`src/rtl/prim_fifo_sync_wm.sv`:
```
// Single-clock ready/valid FIFO with programmable watermarks, optional drop-on-full and sticky error.
// Define PRIM_FIFO_SYNC_WM_PARITY_EN to store an odd-parity bit per entry and check it on reads.
module prim_fifo_sync_wm #(
  parameter int unsigned Width             = 32,
  parameter int unsigned Depth             = 8,
  parameter bit          Pass              = 1'b1,
  parameter bit          DropOnFull        = 1'b0,
  parameter bit          OutputZeroIfEmpty = 1'b1,
  localparam int unsigned DepthW           = $clog2(Depth + 1)
) (
  input  logic              clk_i,
  input  logic              rst_ni,
  input  logic              clr_i,
  input  logic              wvalid_i,
  output logic              wready_o,
  input  logic [Width-1:0]  wdata_i,
  output logic              rvalid_o,
  input  logic              rready_i,
  output logic [Width-1:0]  rdata_o,
  input  logic [DepthW-1:0] af_th_i,
  input  logic [DepthW-1:0] ae_th_i,
  output logic              full_o,
  output logic              empty_o,
  output logic              almost_full_o,
  output logic              almost_empty_o,
  output logic [DepthW-1:0] depth_o,
  output logic [15:0]       drop_cnt_o,
  output logic              err_o
);

  localparam int unsigned IdxW = $clog2(Depth);
`ifdef PRIM_FIFO_SYNC_WM_PARITY_EN
  localparam int unsigned StoreW = Width + 1;
`else
  localparam int unsigned StoreW = Width;
`endif

  // Pointers are {wrap, index}; the index wraps at Depth-1, not at a power of two.
  logic [IdxW:0]       wptr_q, wptr_d, rptr_q, rptr_d;
  logic                under_rst_q;
  logic [15:0]         drop_cnt_q, drop_cnt_d;
  logic                err_q, err_d;
  logic [StoreW-1:0]   mem_q [Depth];

  logic [IdxW-1:0]     widx, ridx;
  logic                same_wrap, full, empty, pass_thru;
  logic                wr_hs, rd_hs, wr_en, rd_en, drop;
  logic                ptr_bad, par_err;
  logic [DepthW-1:0]   depth;
  logic [StoreW-1:0]   wr_entry, rd_entry;
  int                  occ;

  function automatic logic [IdxW:0] ptr_inc(input logic [IdxW:0] p);
    if (p[IdxW-1:0] == IdxW'(Depth - 1)) begin
      return {~p[IdxW], {IdxW{1'b0}}};
    end
    return {p[IdxW], p[IdxW-1:0] + IdxW'(1)};
  endfunction

  assign widx      = wptr_q[IdxW-1:0];
  assign ridx      = rptr_q[IdxW-1:0];
  assign same_wrap = (wptr_q[IdxW] == rptr_q[IdxW]);
  assign empty     = (widx == ridx) && same_wrap;
  assign full      = (widx == ridx) && !same_wrap;

  always_comb begin
    depth = '0;
    if (full) begin
      depth = DepthW'(Depth);
    end else if (same_wrap) begin
      depth = DepthW'(widx) - DepthW'(ridx);
    end else begin
      depth = DepthW'(Depth) - DepthW'(ridx) + DepthW'(widx);
    end
  end

  // Occupancy in full-range arithmetic so a corrupted pointer pair cannot alias to a legal depth.
  always_comb begin
    occ = 0;
    if (same_wrap) begin
      occ = int'(widx) - int'(ridx);
    end else begin
      occ = int'(Depth) - int'(ridx) + int'(widx);
    end
  end
  assign ptr_bad = (occ > int'(Depth)) || (occ < 0);

  assign pass_thru = Pass && empty && wvalid_i && !under_rst_q;
  assign wready_o  = DropOnFull ? !under_rst_q : (!under_rst_q && !full);
  assign rvalid_o  = !under_rst_q && (!empty || pass_thru);

  assign wr_hs = wvalid_i && wready_o;
  assign rd_hs = rvalid_o && rready_i;
  assign drop  = wr_hs && full && !rd_hs;
  assign wr_en = wr_hs && !drop && !clr_i;
  assign rd_en = rd_hs && !clr_i;

  assign rd_entry = mem_q[ridx];

`ifdef PRIM_FIFO_SYNC_WM_PARITY_EN
  assign wr_entry = {~^wdata_i, wdata_i};
  assign par_err  = rd_hs && !pass_thru && !(^rd_entry);
`else
  assign wr_entry = wdata_i;
  assign par_err  = 1'b0;
`endif

  always_comb begin
    rdata_o = pass_thru ? wdata_i : rd_entry[Width-1:0];
    if (OutputZeroIfEmpty && !rvalid_o) begin
      rdata_o = '0;
    end
  end

  always_comb begin
    wptr_d     = wptr_q;
    rptr_d     = rptr_q;
    drop_cnt_d = drop_cnt_q;
    err_d      = err_q;
    if (clr_i) begin
      wptr_d     = '0;
      rptr_d     = '0;
      drop_cnt_d = '0;
      err_d      = 1'b0;
    end else begin
      if (wr_en) wptr_d = ptr_inc(wptr_q);
      if (rd_en) rptr_d = ptr_inc(rptr_q);
      if (drop && (drop_cnt_q != 16'hFFFF)) drop_cnt_d = drop_cnt_q + 16'd1;
      if (ptr_bad || par_err) err_d = 1'b1;
    end
  end

  always_ff @(posedge clk_i) begin
    if (!rst_ni) begin
      wptr_q      <= '0;
      rptr_q      <= '0;
      drop_cnt_q  <= '0;
      err_q       <= 1'b0;
      under_rst_q <= 1'b1;
    end else begin
      wptr_q      <= wptr_d;
      rptr_q      <= rptr_d;
      drop_cnt_q  <= drop_cnt_d;
      err_q       <= err_d;
      under_rst_q <= 1'b0;
    end
  end

  // Storage is deliberately not reset; rdata_o is masked by rvalid_o instead.
  always_ff @(posedge clk_i) begin
    if (rst_ni && wr_en) begin
      mem_q[widx] <= wr_entry;
    end
  end

  assign full_o         = full;
  assign empty_o        = empty;
  assign depth_o        = depth;
  assign almost_full_o  = (depth >= af_th_i);
  assign almost_empty_o = (depth <= ae_th_i);
  assign drop_cnt_o     = drop_cnt_q;
  assign err_o          = err_q;

endmodule

```
`config.mk`:
```
export PLATFORM = sky130hd
export DESIGN_NAME = prim_fifo_sync_wm
export DESIGN_NICKNAME = d
export VERILOG_FILES = /design/src/rtl/prim_fifo_sync_wm.sv
export SDC_FILE = /design/constraint.sdc
export NUM_CORES = 1
export LEC_CHECK = 0
export CAP_MARGIN = 25
export CORE_MARGIN = 8
export CORE_UTILIZATION = 57
export DETAILED_ROUTE_END_ITERATION = 8
export DONT_BUFFER_PORTS = 1
export GPL_TIMING_DRIVEN = 0
export PLACE_DENSITY = 0.73
export SLEW_MARGIN = 20
export SYNTH_ARGS = -nofsm -noshare
export SYNTH_HDL_FRONTEND = slang
export SYNTH_SLANG_ARGS = --single-unit
```
`constraint.sdc`:
```
create_clock -name clk_i -period 3.75 [get_ports clk_i]
set_input_delay 0.5625 -clock clk_i [delete_from_list [all_inputs] [get_ports clk_i]]
set_output_delay 0.5625 -clock clk_i [all_outputs]
set_load 0.03 [all_outputs]
```
==> After elaboration in Yosys (flattened, before gate mapping) <==
Memory sizes are Yosys's and may differ from the RTL's. A register that Yosys moved wholly into a read port is not among the register bits.
Cells that the tools add are included.
{ "word_totals": {"mem_count": 1, "word_cells": 76, "regBits": 26, "inputBits": 45, "ramBits": 256, "output_inout_bits": 59} }
{ "classes": {"n_lt_le_gt_ge": 4, "eq_ne": 5, "reduce_logical": 27, "bitwise": 3, "muxes": 20, "add_sub_neg": 9} }
{ "memory_table": {"columns": ["name", "words", "word_bits", "rd", "rd_ports_with_merged_regs", "write_ports", "line", "rtl"], "rows": [
  ["mem_q", 8, 32, 1, 1, 1, "43", "logic [StoreW-1:0] mem_q [Depth];"]
]} }
{ "ops": {"columns": ["operator", "n"], "rows": [
  ["32-bit 2-to-1 mux", 3],
  ["32-bit by 5-bit > comparator with 1-bit output, second input constant", 1],
  ["32-bit by 1-bit less-than comparator with 1-bit output, second input constant", 1],
  ["16-bit by 1-bit adder with 16-bit output, second input constant", 1],
  ["4-bit 2-to-1 mux", 4],
  ["16-bit inequality test, second input constant", 1],
  ["1-bit logical AND", 15],
  ["3-bit 2-to-1 mux", 4],
  ["1-bit 2-to-1 mux", 9],
  ["3-bit by 3-bit subtractor with 4-bit output", 2],
  ["1-bit zero test", 7],
  ["3-bit by 1-bit adder with 3-bit output, second input constant", 2],
  ["5-bit by 4-bit adder with 6-bit output", 1],
  ["3-bit equality test, second input constant", 2],
  ["4-bit by 3-bit subtractor with 5-bit output, first input constant", 1],
  ["4-bit by 3-bit adder with 4-bit output", 1],
  ["4-bit greater-or-equal comparator", 1],
  ["4-bit less-or-equal comparator", 1],
  ["2-bit AND reduction", 2],
  ["4-bit by 3-bit subtractor with 4-bit output, first input constant", 1],
  ["3-bit equality test", 1],
  ["1-bit NOT", 3],
  ["1-bit logical OR", 2],
  ["2-bit OR reduction", 1],
  ["1-bit equality test", 1]
]} }

==> Logic depth before layout (Yosys ltp) <==
Gate-level depths: netlist of run 1.
{ "depth": {"word_depth": 15, "ltp_mapped": 10, "mapped_depth_nobuf": 10} }

==> Worst setup path after synthesis of run 1 <==
OpenSTA, ideal clock, no wires.
{ "synth_path": {"kind": "reg-to-reg", "from": "reg wptr_q[1]", "to": "mem mem_q[1][0] (netlist bit) (enable)", "path_stages_with_launch": 6, "n_path_buf": 0, "required_time_ns": 3.289, "setup_slack_ns": -0.368, "synth_period_minus_slack_ns": 4.118, "setup_time_ns": 0.461, "t_arrival_ns": 3.657, "cell_sequence": "dfxtp_1 -> ha_1 -> nand3_1 -> o21ai_2 -> or3_1 -> nor3_1"} }
{ "synth_via": {"elab_chain_len": 15, "elab_cells_between_ends": 21, "classes_between": "1 x eq/ne; 2 x mux; 18 x reduce/logical"} }
{ "synth_rtl": {"columns": ["element", "line", "rtl"], "rows": [
  ["start: declaration", "39", "logic [IdxW:0] wptr_q, wptr_d, rptr_q, rptr_d;"],
  ["start signal: assignment", "141", "wptr_q <= wptr_d;"],
  ["3-bit equality test", "63, 64", null],
  ["1-bit logical AND", "63", "assign empty = (widx == ridx) && same_wrap;"],
  ["1-bit logical AND (2 in a row)", "88", "assign pass_thru = Pass && empty && wvalid_i && !under_rst_q;"],
  ["1-bit logical OR", "90", "assign rvalid_o = !under_rst_q && (!empty || pass_thru);"],
  ["1-bit logical AND", "90", null],
  ["1-bit logical AND", "93", "assign rd_hs = rvalid_o && rready_i;"],
  ["1-bit zero test", "94", "assign drop = wr_hs && full && !rd_hs;"],
  ["1-bit logical AND", "94", null],
  ["1-bit zero test", "95", "assign wr_en = wr_hs && !drop && !clr_i;"],
  ["1-bit logical AND (2 in a row)", "95", null],
  ["1-bit logical AND", "151", "if (rst_ni && wr_en) begin"],
  ["1-bit 2-to-1 mux", "151", null],
  ["1-bit 2-to-1 mux (implied by the code)", "152", "mem_q[widx] <= wr_entry;"],
  ["end: declaration", "43", null]
]} }
Parallel ways exist; a longest one is shown, timed or not.

==> Worst setup path after layout of run 1 <==
{ "layout_path": {"from": "reg wptr_q[2]", "to": "out rdata_o[25]"} }
{ "layout_via": {"elab_chain_len": 7, "elab_cells_between_ends": 9, "classes_between": "1 x eq/ne; 2 x mux; 6 x reduce/logical"} }
{ "layout_rtl": {"columns": ["element", "line", "rtl"], "rows": [
  ["3-bit equality test *", "63", null],
  ["1-bit logical AND *", "63", null],
  ["via empty_o", "23", "output logic empty_o,"],
  ["1-bit logical AND (2 in a row)", "88", null],
  ["1-bit logical OR", "90", null],
  ["1-bit logical AND", "90", null],
  ["32-bit 2-to-1 mux *", "110", "if (OutputZeroIfEmpty && !rvalid_o) begin"],
  ["end: declaration", "19", "output logic [Width-1:0] rdata_o,"]
]} }
The timed path passes the listed nets; every way through them passes the cells marked *.

==> results of run 1 <==
## state kept, by name (all words and copies together), names as in the netlist, named ones only
| signal | flops |
|---|---|
| drop_cnt_o | 16 |
| err_o | 1 |
| under_rst_q | 1 |
| mem_q | 256 |
| wptr_q | 4 |
| rptr_q | 4 |
## layout by cell type, fill, tap and decap left out, types with 3 or more instances in the layout
cell / synthesis / final
a21o_1: 4 / 4
a21oi_1: 8 / 8
a221oi_1: 30 / 30
a22o_1: 30 / 29
and3_1: 17 / 17
buf_1: 3 / 3
buf_16: 0 / 5
buf_2: 13 / 13
buf_4: 5 / 8
buf_6: 3 / 8
bufinv_16: 0 / 5
clkbuf_1: 11 / 13
clkbuf_16: 0 / 28
clkinv_1: 0 / 6
clkinv_2: 0 / 6
dfxtp_1: 29 / 24
dfxtp_2: 0 / 5
edfxtp_1: 256 / 256
ha_1: 19 / 17
inv_1: 20 / 20
mux2i_1: 63 / 63
mux4_2: 34 / 34
nand2_1: 10 / 10
nand3_1: 4 / 3
nor2_1: 44 / 36
nor2_4: 0 / 7
nor2b_1: 5 / 4
nor3_2: 0 / 3
o21a_1: 3 / 3
o21ai_0: 5 / 4
or3_1: 5 / 5
xnor2_1: 3 / 3
xor2_1: 3 / 3
## cell families after synthesis
kind of cell | count (synthesis) | share of synthesized area
xor gates and xnor gates | 7 | 0.00600
DFF | 285 | 0.721
AOI/OAI and AO/OA | 90 | 0.0637
muxes | 97 | 0.122
buffers and inverters | 56 | 0.0234
adders and majority gates | 21 | 0.0242
and+or+nand+nor | 95 | 0.0396
## routing by layer
| layer | global-route usage | part of all wire | vias up |
|---|---|---|---|
| met5 | 0 | 0 | - |
| met4 | 0.0503 | 0.016 | 0 |
| met3 | 0.0431 | 0.088 | 32 |
| met2 | 0.323 | 0.50 | 238 |
| met1 | 0.253 | 0.40 | 3100 |
| li1 | - | - | 2698 |
## path summary, 6_finish.rpt
check,startpoint,end,slack [ps],cells after the start
max,wptr_q[2],rdata_o[25],80,7
min reg2reg,wptr_q[0],wptr_q[0],490,2
max reg2reg,wptr_q[2],mem_q[1][6],710,7
min,wdata_i[27],mem_q[4][27],110,0
## power by group
part	total, W	internal (W)	switching, W
combinational	0.000170	0.0000534	0.000116
sequential	0.00347	0.00347	0.00000445
clock	0.00288	0.00175	0.00113
total	0.00652	0.00527	0.00125
## cell type report
cell class | instances | area, um2
plain buffers | 35 | 189
clock buffers | 32 | 736
clock inverters | 20 | 234
fillers | 1341 | 6850
inverters | 21 | 78.8
multi-input cells | 310 | 3040
flip-flops and latches | 285 | 8270
well taps | 270 | 338
repair buffers | 14 | 236
## worst max-delay path, stage by stage (launching register included)
cell     delay, ps
dfxtp_1        530
ha_2           390
and3_1         210
nand2_1        170
inv_2          130
nor2_1         370
buf_2          350
a22o_1         410
## through the flow
stage	instances	area, um2
global route	987	13100
finish	987	13100
floorplan	651	11500
global placement	921	11800
CTS	987	13100
detailed placement	935	12100
## timing repair
| action | 4_1_cts | 5_1_grt |
|---|---|---|
| setup endpoints to repair | 2 | 32 |
| pin swaps | 1 | 2 |
| setup buffers | 0 | 0 |
| endpoints found under the hold margin | 0 | 0 |
| gates resized for setup | 8 | 11 |
| hold buffers | 0 | 0 |
==> flow_metrics.py, run 1 <==
metrics = {
    "setup_path": {
        "worstPathRequired_ps": 3190,
        "cp-start-kind": "flop",
        "crit_arrival_ps": 3110,
        "crit_type": "flop to primary output",
        "endpoint_kind": "primary output",
        "crit_fanout": 10,
    },
    "synth": {
        "ys_seq_area_frac": 0.721,
        "syn_inst": 651,
        "yosysMostFrequentCell": "edfxtp_1",
        "synth_top_area_cell": "edfxtp_1",
        "synth_top_area_share": 0.671,
        "yosysWarnings": 0,
        "yosys-top-cells-area": "edfxtp_1, mux4_2, mux2i_1",
        "synth_area_um2": 11500,
        "postSynth.asyncResetShare": 0,
        "syn_avg_cell_area_um2": 17.6,
        "ys_types": 42,
        "ys_ff_latch": 285,
        "synth_nets": 717,
        "ys_top_cells_by_count": "edfxtp_1, mux2i_1, nor2_1, mux4_2",
        "yosys_most_used_dff": "edfxtp_1",
        "synth-edff-count": 256,
    },
    "die": {
        "pin_count": 104,
        "coreArea_um2": 20000,
        "die_h_um": 158,
        "die_w_um": 158,
        "rows": 52,
        "die-area_um2": 24900,
        "initial_utilization": 0.574,
    },
    "clock_tree": {
        "root_buffer": "clkbuf_16",
        "clkLatencyLatePin_ps": 540,
        "cts_sinks": 285,
        "cts_buffers": 28,
        "clkTransAtPathRegs_ps": 60,
        "cts_max_level": 1,
        "cts_buffer_depth": 3,
        "cts_tree": "yes",
    },
    "timing": {
        "rsz0062_at_grt": "yes",
        "maxSlewHeadroom": 0.332,
        "fin_setup_tns_ps": 0,
        "min_period_ps": 3670,
        "final_hold_viol_count": 0,
        "holdWs_ps": 114,
        "fin_ws_ps": 75.7,
        "clock_skew_ps": 11.3,
        "max_freq_mhz": 272,
        "slew_violations": 0,
        "fin_crit_sh": 0.980,
        "setup_viol": 0,
        "worst_pin_slew_ps": 996,
    },
    "hold_path": {
        "worstHoldPathType": "primary input to flop",
    },
    "placement": {
        "place.gp.congestion": 0.810,
        "dp_hpwl_mm": 15.3,
        "portBuffers": 0,
        "pre_cts_ws_ps": -304,
    },
    "grt": {
        "grt_antenna_before_repair": 0,
        "grt_pass1_wl_mm": 36.5,
        "grt_max_degree": 22,
        "grt_pass1_vias": 6371,
        "grt_overflow": 0,
        "grt_usage": 0.193,
    },
    "pwr": {
        "p_total_w": 0.00652,
        "peakVddDrop_v": 0.000305,
        "power.density_nw_per_um2": 497,
        "p_leak_nw": 4.31,
    },
    "finish": {
        "fin_nets": 761,
        "n_antenna_cell": 0,
        "drive_above_1_share": 0.195,
        "areaGrowthSynthToFinish_pct": 14.5,
        "post-route-util": 0.657,
    },
    "routing": {
        "drtIter0Drc": 517,
        "ant_nets": 0,
        "wire_per_inst_um": 24.0,
        "wirelength_mm": 23.7,
        "dr.pass1.iters": 5,
        "drcViolationCount": 0,
        "vias_per_cell": 6.15,
        "dr_total_vias": 6068,
    },
    "run": {
        "maxCapViolations": 0,
    },
    "status": {
        "outcome": "finished, final reports clean",
    },
}
Note: power is estimated with default switching activity, not from simulation.
==> run 2, diff against run 1 <==
- ABC_AREA: not set -> 1
- CORE_UTILIZATION: 57 -> 55
- PLACE_DENSITY: 0.73 -> 0.71
- SLEW_MARGIN: 20 -> not set
==> run 2 against run 1 <==
Net effect: wire length rose by 23%; synthesized cell count rose by 65%; critical path depth rose by 4; clock skew fell by 1.5 ps; total power fell by 1.3%; setup slack improved by 55 ps; sequential power barely moved; sequential share of layout area fell by 4.0 points.
==> flow_metrics.py, run 2 <==
metrics = {
    "pwr": {
        "peakVddDrop_v": 0.000416,
        "power.density_nw_per_um2": 459,
        "p_leak_nw": 5.32,
    },
    "clock_tree": {
        "ctsHoldBuffers": 0,
        "cts_tree": "yes",
        "cts_buffer_depth": 3,
        "cts_sinks": 285,
        "cts_buffers": 28,
        "clkLatencyLatePin_ps": 530,
        "root_buffer": "clkbuf_16",
        "cts_max_level": 1,
        "clkTransAtPathRegs_ps": 60,
    },
    "placement": {
        "dp_hpwl_mm": 19.1,
        "placed_cells": 1379,
        "place.gp.congestion": 0.794,
        "placed_cell_area_um2": 13000,
        "portBuffers": 0,
    },
    "timing": {
        "fin_setup_tns_ps": 0,
        "clock_skew_ps": 9.82,
        "setup_viol": 0,
        "min_period_ps": 3620,
        "max_freq_mhz": 276,
        "fin_crit_sh": 0.965,
        "final_hold_viol_count": 0,
        "worst_pin_slew_ps": 960,
        "slew_violations": 0,
        "rsz0062_at_grt": "no",
        "maxSlewHeadroom": 0.356,
    },
    "grt": {
        "met1_usage": 0.271,
        "grt_pass1_vias": 7938,
        "grt-busiest-layer": "met2",
        "grt_max_degree": 25,
        "grt_overflow": 0,
        "grt_pass1_wl_mm": 45.0,
        "grt_usage": 0.206,
        "use_met2": 0.347,
        "met3_usage": 0.0404,
        "grt_antenna_before_repair": 0,
    },
    "setup_path": {
        "endpoint_kind": "primary output",
        "crit_arrival_ps": 3060,
        "crit_type": "flop to primary output",
        "crit_fanout": 5,
        "cp-start-kind": "flop",
        "worstPathRequired_ps": 3190,
        "r2r_cells": 11,
    },
    "routing": {
        "wirelength_mm": 29.2,
        "dr_total_vias": 8024,
        "vias_per_cell": 5.61,
        "drcViolationCount": 0,
        "wire_per_inst_um": 20.4,
        "ant_nets": 0,
        "dr.pass1.iters": 5,
        "drtIter0Drc": 669,
    },
    "finish": {
        "fin_nets": 1190,
        "n_antenna_cell": 0,
        "mostFrequentLayoutCell": "nand2_1",
        "final_cell_mix": "nand2_1, edfxtp_1, nand3_1, inv_1, buf_2",
        "areaGrowthSynthToFinish_pct": 13.1,
        "final_cell_area_um2": 14000,
        "fin_cells": 1430,
        "largest_reg_flops": 256,
        "drive_above_1_share": 0.190,
        "top_register": "mem_q",
    },
    "die": {
        "pin_count": 104,
        "die_w_um": 166,
        "die_h_um": 166,
        "coreArea_um2": 22400,
        "die-area_um2": 27600,
        "rows": 55,
        "initial_utilization": 0.555,
    },
    "synth": {
        "yosysWarnings": 0,
        "postSynth.asyncResetShare": 0,
        "ys_types": 30,
        "ys_ff_latch": 285,
        "synth_top_area_share": 0.620,
        "yosysMostFrequentCell": "nand2_1",
        "ys_top_cells_by_count": "nand2_1, edfxtp_1, nand3_1, inv_1, buf_2",
        "synth_area_um2": 12400,
        "yosys-top-cells-area": "edfxtp_1, nand2_1, nand3_1",
        "synth_nets": 1142,
        "syn_avg_cell_area_um2": 11.5,
        "ys_seq_area_frac": 0.667,
        "synth-edff-count": 256,
        "syn_inst": 1076,
        "synth_top_area_cell": "edfxtp_1",
        "yosys_most_used_dff": "edfxtp_1",
    },
    "hold_path": {
        "worstHoldPathType": "primary input to flop",
        "holdPathStages": 0,
    },
    "run": {
        "maxCapViolations": 0,
    },
    "status": {
        "outcome": "finished, final reports clean",
    },
}
## run 2: cell types whose count changed in the layout (fill, tap and decap cells not counted), sizes merged, moves of 28 or more
| cell | previous run | this run |
|---|---|---|
| buf | 38 | 66 |
| o211ai | 2 | 33 |
| a221oi | 30 | 0 |
| mux2i | 63 | 0 |
| nand2 | 10 | 291 |
| inv | 21 | 86 |
| mux4 | 34 | 0 |
| nand3 | 4 | 233 |
| a22o | 30 | 0 |
## run 2: report_power, final
| part | switching (W) | total (W) | internal, W | leakage [nW] |
|---|---|---|---|---|
| Combinational | 0.000206 | 0.000287 | 0.0000816 | 2.32 |
| Sequential | 0.00000422 | 0.00347 | 0.00347 | 2.54 |
| Clock | 0.00112 | 0.00268 | 0.00156 | 0.454 |
## run 2: critical path, stage by stage, from the launching register on
cell	delay, ps
dfxtp_2	380
inv_2	80
ha_4	260
clkinvlp_4	180
nor2_4	60
nand2_2	110
clkinvlp_4	260
nor2_4	310
ha_1	310
nand2_2	120
nor2_1	80
o32ai_4	390
## run 2: timing repair
action,4_1_cts,5_1_grt
setup buffers,0,0
resized for setup,16,7
hold endpoints to repair,0,0
setup endpoints to repair,2,2
cloned,0,0
pin swaps,3,3
## run 2: area by class of cell
class | instances | area, um2
Buffer | 61 | 368
Clock buffer | 38 | 840
Clock inverter | 13 | 58.8
Fill cell | 1687 | 8340
Inverter | 88 | 338
Multi-Input combinational cell | 642 | 3560
Sequential cell | 285 | 8280
Tap cell | 285 | 357
Timing Repair Buffer | 18 | 234
## run 2: per-stage QoR
stage | worst slack (ps) | hold WS (ps) | utilization | total power, W
3_5_place_dp | -87.6 | 503 | 0.583 | 0.00382
6_report | 131 | 129 | 0.627 | 0.00644
4_1_cts | 18.3 | 113 | 0.627 | 0.00646
2_1_floorplan | -425 | 463 | - | 0.00376
5_1_grt | 1.27 | 107 | 0.627 | 0.00660
3_3_place_gp | -2590 | 479 | 0.571 | 0.00381
## run 2: worst paths after layout
kind / from / endpoint / slack (ps)
max: wptr_q[0] / almost_empty_o / 130
min reg2reg: wptr_q[3] / wptr_q[3] / 510
min: wdata_i[24] / mem_q[2][24] / 130
max reg2reg: wptr_q[0] / mem_q[5][15] / 720
## run 2: logic make-up (layout without fill, tap and decap cells)
group | Yosys count | count (layout) | share of synthesized area
buffers and inverters | 149 | 218 | 0.0563
adders and majority gates | 21 | 21 | 0.0224
xor gates and xnor gates | 2 | 2 | 0.00141
DFF | 285 | 285 | 0.667
AOI/OAI and AO/OA | 53 | 53 | 0.0424
and+or+nand+nor | 566 | 566 | 0.211
## run 2: routing by layer
layer | vias to the layer above | routed length (um)
met1 | 3849 | 12100
met3 | 46 | 2440
met2 | 308 | 14000
li1 | 3821 | -
met4 | 0 | 595
met5 | - | 0
==> run 3, diff against run 2 <==
- GPL_ROUTABILITY_DRIVEN: not set -> 0
==> results of run 3 <==
Same layout as run 2: the final DEF is identical, and so are final timing and power.
